**src/rtl/imm_ext_arbiter.sv**
```systemverilog
// ---------------------------------------------------------------------------
// imm_ext_arbiter
//
// Purpose:
//   Shares one immediate-extension datapath between two requesters:
//   req0 (decode) and req1 (branch/jump target unit). Requests are
//   arbitrated round-robin. The selected immediate is extended in one of four
//   modes, and the result is held in a one-entry output register that has a
//   valid/ready handshake. The block sits between the decode stage and the
//   ALU/PC operand muxes.
//
// Handshake:
//   A transfer happens on a rising edge where valid and ready are both high.
//   Each reqN_ready is a pure function of the slot state, both valids and the
//   round-robin pointer. It is never a registered echo of its own valid.
//   The output side follows the same rule: a result leaves when
//   out_valid && out_ready. A new result can refill the slot on the same edge.
//
// Parameters:
//   SIZE_IN   width of the raw immediate field
//   SIZE_OUT  width of the extended result (must be >= SIZE_IN+2)
//
// Ports:
//   clk, rst              clock, synchronous active-high reset
//   req0_valid/ready      requester 0 handshake
//   req0_imm, req0_mode   requester 0 immediate and extension mode
//   req1_valid/ready      requester 1 handshake
//   req1_imm, req1_mode   requester 1 immediate and extension mode
//   out_valid/ready       result handshake
//   out_data              extended result
//   out_src               requester that produced out_data
//   prio_state            current round-robin pointer (debug/observability)
// ---------------------------------------------------------------------------
module imm_ext_arbiter #(
    parameter int SIZE_IN  = 16,
    parameter int SIZE_OUT = 32
) (
    input  logic                clk,
    input  logic                rst,
    input  logic                req0_valid,
    output logic                req0_ready,
    input  logic [SIZE_IN-1:0]  req0_imm,
    input  logic [1:0]          req0_mode,
    input  logic                req1_valid,
    output logic                req1_ready,
    input  logic [SIZE_IN-1:0]  req1_imm,
    input  logic [1:0]          req1_mode,
    output logic                out_valid,
    input  logic                out_ready,
    output logic [SIZE_OUT-1:0] out_data,
    output logic                out_src,
    output logic                prio_state
);

    localparam int PAD = SIZE_OUT - SIZE_IN;

    // Extension modes:
    //   00 sign-extend
    //   01 zero-extend
    //   10 sign-extend, then shift left by 2
    //   11 place the immediate in the upper bits
    function automatic logic [SIZE_OUT-1:0] extend(input logic [SIZE_IN-1:0] a,
                                                   input logic [1:0]         mode);
        logic [SIZE_OUT-1:0] sext;
        logic [SIZE_OUT-1:0] res;
        sext = {{PAD{a[SIZE_IN-1]}}, a};
        case (mode)
            2'b00:   res = sext;
            2'b01:   res = {{PAD{1'b0}}, a};
            2'b10:   res = sext << 2;  // upper bits fall off the top
            default: res = {a, {PAD{1'b0}}};
        endcase
        extend = res;
    endfunction

    logic                prio;  // requester favoured when both are valid
    logic                free;
    logic                grant0;
    logic                grant1;
    logic [SIZE_IN-1:0]  win_imm;
    logic [1:0]          win_mode;
    logic [SIZE_OUT-1:0] ext_result;

    always_comb begin
        free   = !out_valid || out_ready;
        grant0 = 1'b0;
        grant1 = 1'b0;
        // Gating with rst keeps both readys low for every reset cycle,
        // including the cycle before the register has actually cleared.
        if (free && !rst) begin
            if (req0_valid && req1_valid) begin
                grant0 = !prio;
                grant1 = prio;
            end else begin
                grant0 = req0_valid;
                grant1 = req1_valid;
            end
        end
        win_imm    = grant1 ? req1_imm  : req0_imm;
        win_mode   = grant1 ? req1_mode : req0_mode;
        ext_result = extend(win_imm, win_mode);
    end

    assign req0_ready = grant0;
    assign req1_ready = grant1;
    assign prio_state = prio;

    always_ff @(posedge clk) begin
        if (rst) begin
            out_valid <= 1'b0;
            out_data  <= '0;
            out_src   <= 1'b0;
            prio      <= 1'b0;
        end else if (grant0 || grant1) begin
            out_data  <= ext_result;
            out_src   <= grant1;
            out_valid <= 1'b1;
            prio      <= !grant1;  // hand priority to the other requester
        end else if (free) begin
            // No refill this cycle. Drop valid if the held result was taken.
            // out_data keeps its last value.
            out_valid <= out_valid && !out_ready;
        end
    end

endmodule

```
**config.mk**
```make
export PLATFORM = sky130hd
export DESIGN_NAME = imm_ext_arbiter
export DESIGN_NICKNAME = d
export VERILOG_FILES = /design/src/rtl/imm_ext_arbiter.sv
export SDC_FILE = /design/constraint.sdc
export NUM_CORES = 1
export LEC_CHECK = 0
export CAP_MARGIN = 10
export CELL_PAD_IN_SITES_DETAIL_PLACEMENT = 0
export CELL_PAD_IN_SITES_GLOBAL_PLACEMENT = 2
export CORE_MARGIN = 2
export CORE_UTILIZATION = 21
export DETAILED_ROUTE_END_ITERATION = 6
export PLACE_DENSITY_LB_ADDON = 0.1
export SLEW_MARGIN = 20
export SYNTH_ARGS = -nofsm -noshare
export SYNTH_HDL_FRONTEND = slang
export SYNTH_SLANG_ARGS = --single-unit
```
**constraint.sdc**
```tcl
create_clock -name clk -period 2.25 [get_ports clk]
set_clock_uncertainty 0.05 [all_clocks]
set_input_delay 0.45 -clock clk [delete_from_list [all_inputs] [get_ports clk]]
set_output_delay 0.45 -clock clk [all_outputs]
set_load 0.1 [all_outputs]
```
==> metrics.md <==
| Metric | Value |
|---|---|
| Area growth from synthesis to layout | 65.4% |
| Core area | 8130 um^2 |
| Routed wire length per instance | 16.2 um |
| Share of cells above drive strength 1 | 0.338 |
| Yosys warning total | 0 |
| Worst-Skew Late Latency | 0.28 ns |
| Area fraction in and, or, nand and nor cells after synthesis | 0.177 |
| Hold WC Path Type | reg2reg |
| Synth Instances | 197 |
| FF+latch count, synth | 35 |
| Starting Density | 0.215 |
| Library cells used by synthesis | 42 |
| Remaining antenna violation count | 0 |
| Xor and xnor fraction of the mapped netlist area | 0 |
| Kind of start point of the critical path | primary input |
| Number of buffers added by the clock tree synthesis step | 5 |
| Height of the chip | 95.2 um |
| Final setup TNS | 0 ns |
| Grt ovf | 0 |
| Final worst hold slack | 0.407 ns |
| Hold violation count in the final report | 0 |
| Maximum fanout count along the critical path | 3 |
| Crit. End Element | output port |
| Overall routed net length | 6450 um |
| Vias per cell | 4.61 |
| DRC violation count after routing | 0 |
| Post-route standard cell area excluding fillers | 2890 um^2 |
| Average footprint of a synthesized cell | 8.86 um^2 |
| Netlist area before placement | 1750 um^2 |
| Proportion of register bits with asynchronous set or reset after synthesis | 0 |
| Design Power | 2.00 mW |
| Number of enable-type register cells in the synthesized netlist | 0 |
| Result of the run | completed |
| Endpoint required time on the critical path | 1.75 ns |
| Setup repair after global routing missed its margin | false |
| Number of DRC markers in iteration 0 | 91 |
| First-pass GRT wire length | 9760 um |
| Total power density per cell area | 693 nW/um^2 |
| CTS clk-pin slew, worst paths | 0.07 ns |
| Pin count of the biggest net entering global routing | 27 |
| Cell Area, Placed | 2730 um^2 |
| Cell type contributing the most total cell area after synthesis | sky130_fd_sc_hd__dfxtp_1 |
| Total nets after synthesis | 238 |
| Utilization after layout | 0.355 |
| Number of rows in the core area | 33 |
| Number of vias in the routed layout | 1835 |
| Count of clock tree sinks | 35 |
| GRT Total Usage | 0.144 |
| I/O Pins | 78 |
| Proportion of synthesized chip area in sequential cells | 0.401 |
| Horizontal extent of the die | 95.2 um |
| Cell types occupying the most area after synthesis | sky130_fd_sc_hd__dfxtp_1 40%, sky130_fd_sc_hd__nor2_1 6.5%, sky130_fd_sc_hd__a21oi_1 6.3%, sky130_fd_sc_hd__a222oi_1 6.3%, sky130_fd_sc_hd__mux2_1 5.2% |
| Die Outline Area | 9060 um^2 |
| IO Port Bufs | 77 |
| Clock root buffer | sky130_fd_sc_hd__clkbuf_8 |
| Final period utilization | 0.962 |
| Leakage power summed over all cells | 1.20 nW |
| CTS Buffer Depth | 2 |
| Number of buffers inserted by hold repair at cts | 0 |
| Count of H-tree levels built during CTS | 2 |
| Setup-violating endpoint count in the final report | 0 |
| Diode count | 0 |
| Slew headroom | 0.760 |
| Number of pins with negative max-slew slack in the final report | 0 |
| Top flip-flop cell by instance count after synthesis | sky130_fd_sc_hd__dfxtp_1 |
| Time the final worst path needs with I/O delays and setup | 2.16 ns |
| HPWL reported at the end of detailed placement | 4730 um |
| Area share of the largest cell type after synthesis | 0.401 |
| Final weighted congestion in routability-driven placement | 0.735 |
| Max_cap viols | 0 |
| Arrival time worst endpoint | 1.66 ns |
| Number of global-route vias before repair | 1823 |
| Antenna violations before repair | 0 |
| Final-stage net count | 334 |
| Peak ir drop on the vdd network | 0.271 mV |
| Fmax achieved | 462 MHz |
| Kind of critical path | in2out |
| CTS tree | yes |
| Fraction of the mapped netlist area in adder cells | 0 |
| Combinational family with the most area after synthesis | compound AO/OA/AOI/OAI gates |
| Compound-gate portion of the synthesized area | 0.233 |
| Share of cell area taken by muxes after synthesis | 0.123 |
| First-pass DRT Iterations | 5 |
| Transition at the pin with the smallest max-transition slack | 0.360 ns |
-- cell type report --
class	count	area, um^2
fillers	840	5250
clock inverters	1	5.00
repair buffers	104	930
flip-flops and latches	35	708
multi-input cells	141	1000
inverters	6	30.0
clock buffers	6	82.6
well taps	105	131
-- kinds of logic after synthesis --
kind of cell,Yosys count
and+or+nand+nor,64
AOI/OAI and AO/OA,59
muxes,18
DFF,35
buffers and inverters,21
-- final timing paths --
check	slack (ns)	cells past startpoint	endpoint	from
max	0.09	6	req1_ready	out_ready
min	0.41	2	out_data[1]	out_data[1]
max reg2reg	0.09	7	out_data[4]	out_valid
min reg2reg	0.41	2	out_data[1]	out_data[1]
-- placed cells by master, fill, tap and decap left out, drive strengths merged, types with 3 or more instances in the layout --
| master | n |
|---|---|
| dfxtp | 35 |
| a21oi | 22 |
| mux2 | 15 |
| clkbuf | 6 |
| clkdlybuf4s50 | 36 |
| o21ai | 12 |
| nor3 | 7 |
| nor2b | 6 |
| nor2 | 30 |
| buf | 64 |
| inv | 6 |
| dlygate4sd2 | 3 |
| mux2i | 3 |
| nand2 | 9 |
| a222oi | 11 |
-- sequential cells by signal (all words and copies together) (netlist names) --
name        flops
out_data       32
out_src         1
out_valid       1
prio_state      1
-- critical path, stage by stage --
cell	delay [ns]
sky130_fd_sc_hd__clkdlybuf4s15_1	0.16
sky130_fd_sc_hd__and2b_4	0.18
sky130_fd_sc_hd__or4_4	0.53
sky130_fd_sc_hd__inv_8	0.09
sky130_fd_sc_hd__buf_6	0.10
sky130_fd_sc_hd__buf_12	0.16
-- layer usage --
layer | share of wire | vias to the layer above | GRT usage
met5 | 0 | - | 0
met4 | 0.011 | 0 | 0.0362
met3 | 0.053 | 7 | 0.0253
met2 | 0.48 | 50 | 0.235
met1 | 0.46 | 864 | 0.196
li1 | - | 914 | -
-- repair_timing --
| item | CTS | global route |
|---|---|---|
| hold endpoints to repair | 0 | 0 |
| resized for setup | 12 | 6 |
| setup endpoints to repair | 32 | 14 |
| pin swaps | 1 | 8 |
| buffers inserted | 3 | 0 |
-- where the power goes --
part	internal (mW)	switching, mW	total, mW	leakage [nW]
Clock	0.240	0.233	0.473	0.0470
Combinational	0.266	0.561	0.827	0.866
Sequential	0.669	0.0327	0.701	0.289
Total	1.17	0.826	2.00	1.20
-- synthesized netlist by cell type, types with 2 or more instances --
library cell               number
sky130_fd_sc_hd__buf_6          3
sky130_fd_sc_hd__inv_1          4
sky130_fd_sc_hd__a222oi_1      11
sky130_fd_sc_hd__buf_4          3
sky130_fd_sc_hd__nor2_1        30
sky130_fd_sc_hd__mux2_1         8
sky130_fd_sc_hd__mux2i_1        2
sky130_fd_sc_hd__nand3_1        2
sky130_fd_sc_hd__a21oi_1       22
sky130_fd_sc_hd__a22oi_1        2
sky130_fd_sc_hd__a31oi_1        2
sky130_fd_sc_hd__mux2_2         6
sky130_fd_sc_hd__nand2_1        9
sky130_fd_sc_hd__dfxtp_1       35
sky130_fd_sc_hd__nor3_1         6
sky130_fd_sc_hd__nand2b_1       2
sky130_fd_sc_hd__clkbuf_1       8
sky130_fd_sc_hd__inv_2          2
sky130_fd_sc_hd__o21ai_0       11
sky130_fd_sc_hd__nor2b_1        6
sky130_fd_sc_hd__nand4_1        2
-- metrics by stage --
| step | std cells | setup WS (ns) |
|---|---|---|
| after global routing | 398 | 0.00324 |
| after CTS | 398 | 0.00567 |
| after detailed placement | 388 | -0.540 |
| after floorplan | 197 | -0.0906 |
| final | 398 | 0.0855 |
| after global placement | 388 | -0.524 |
No activity file was read; power rests on OpenSTA's default activity.
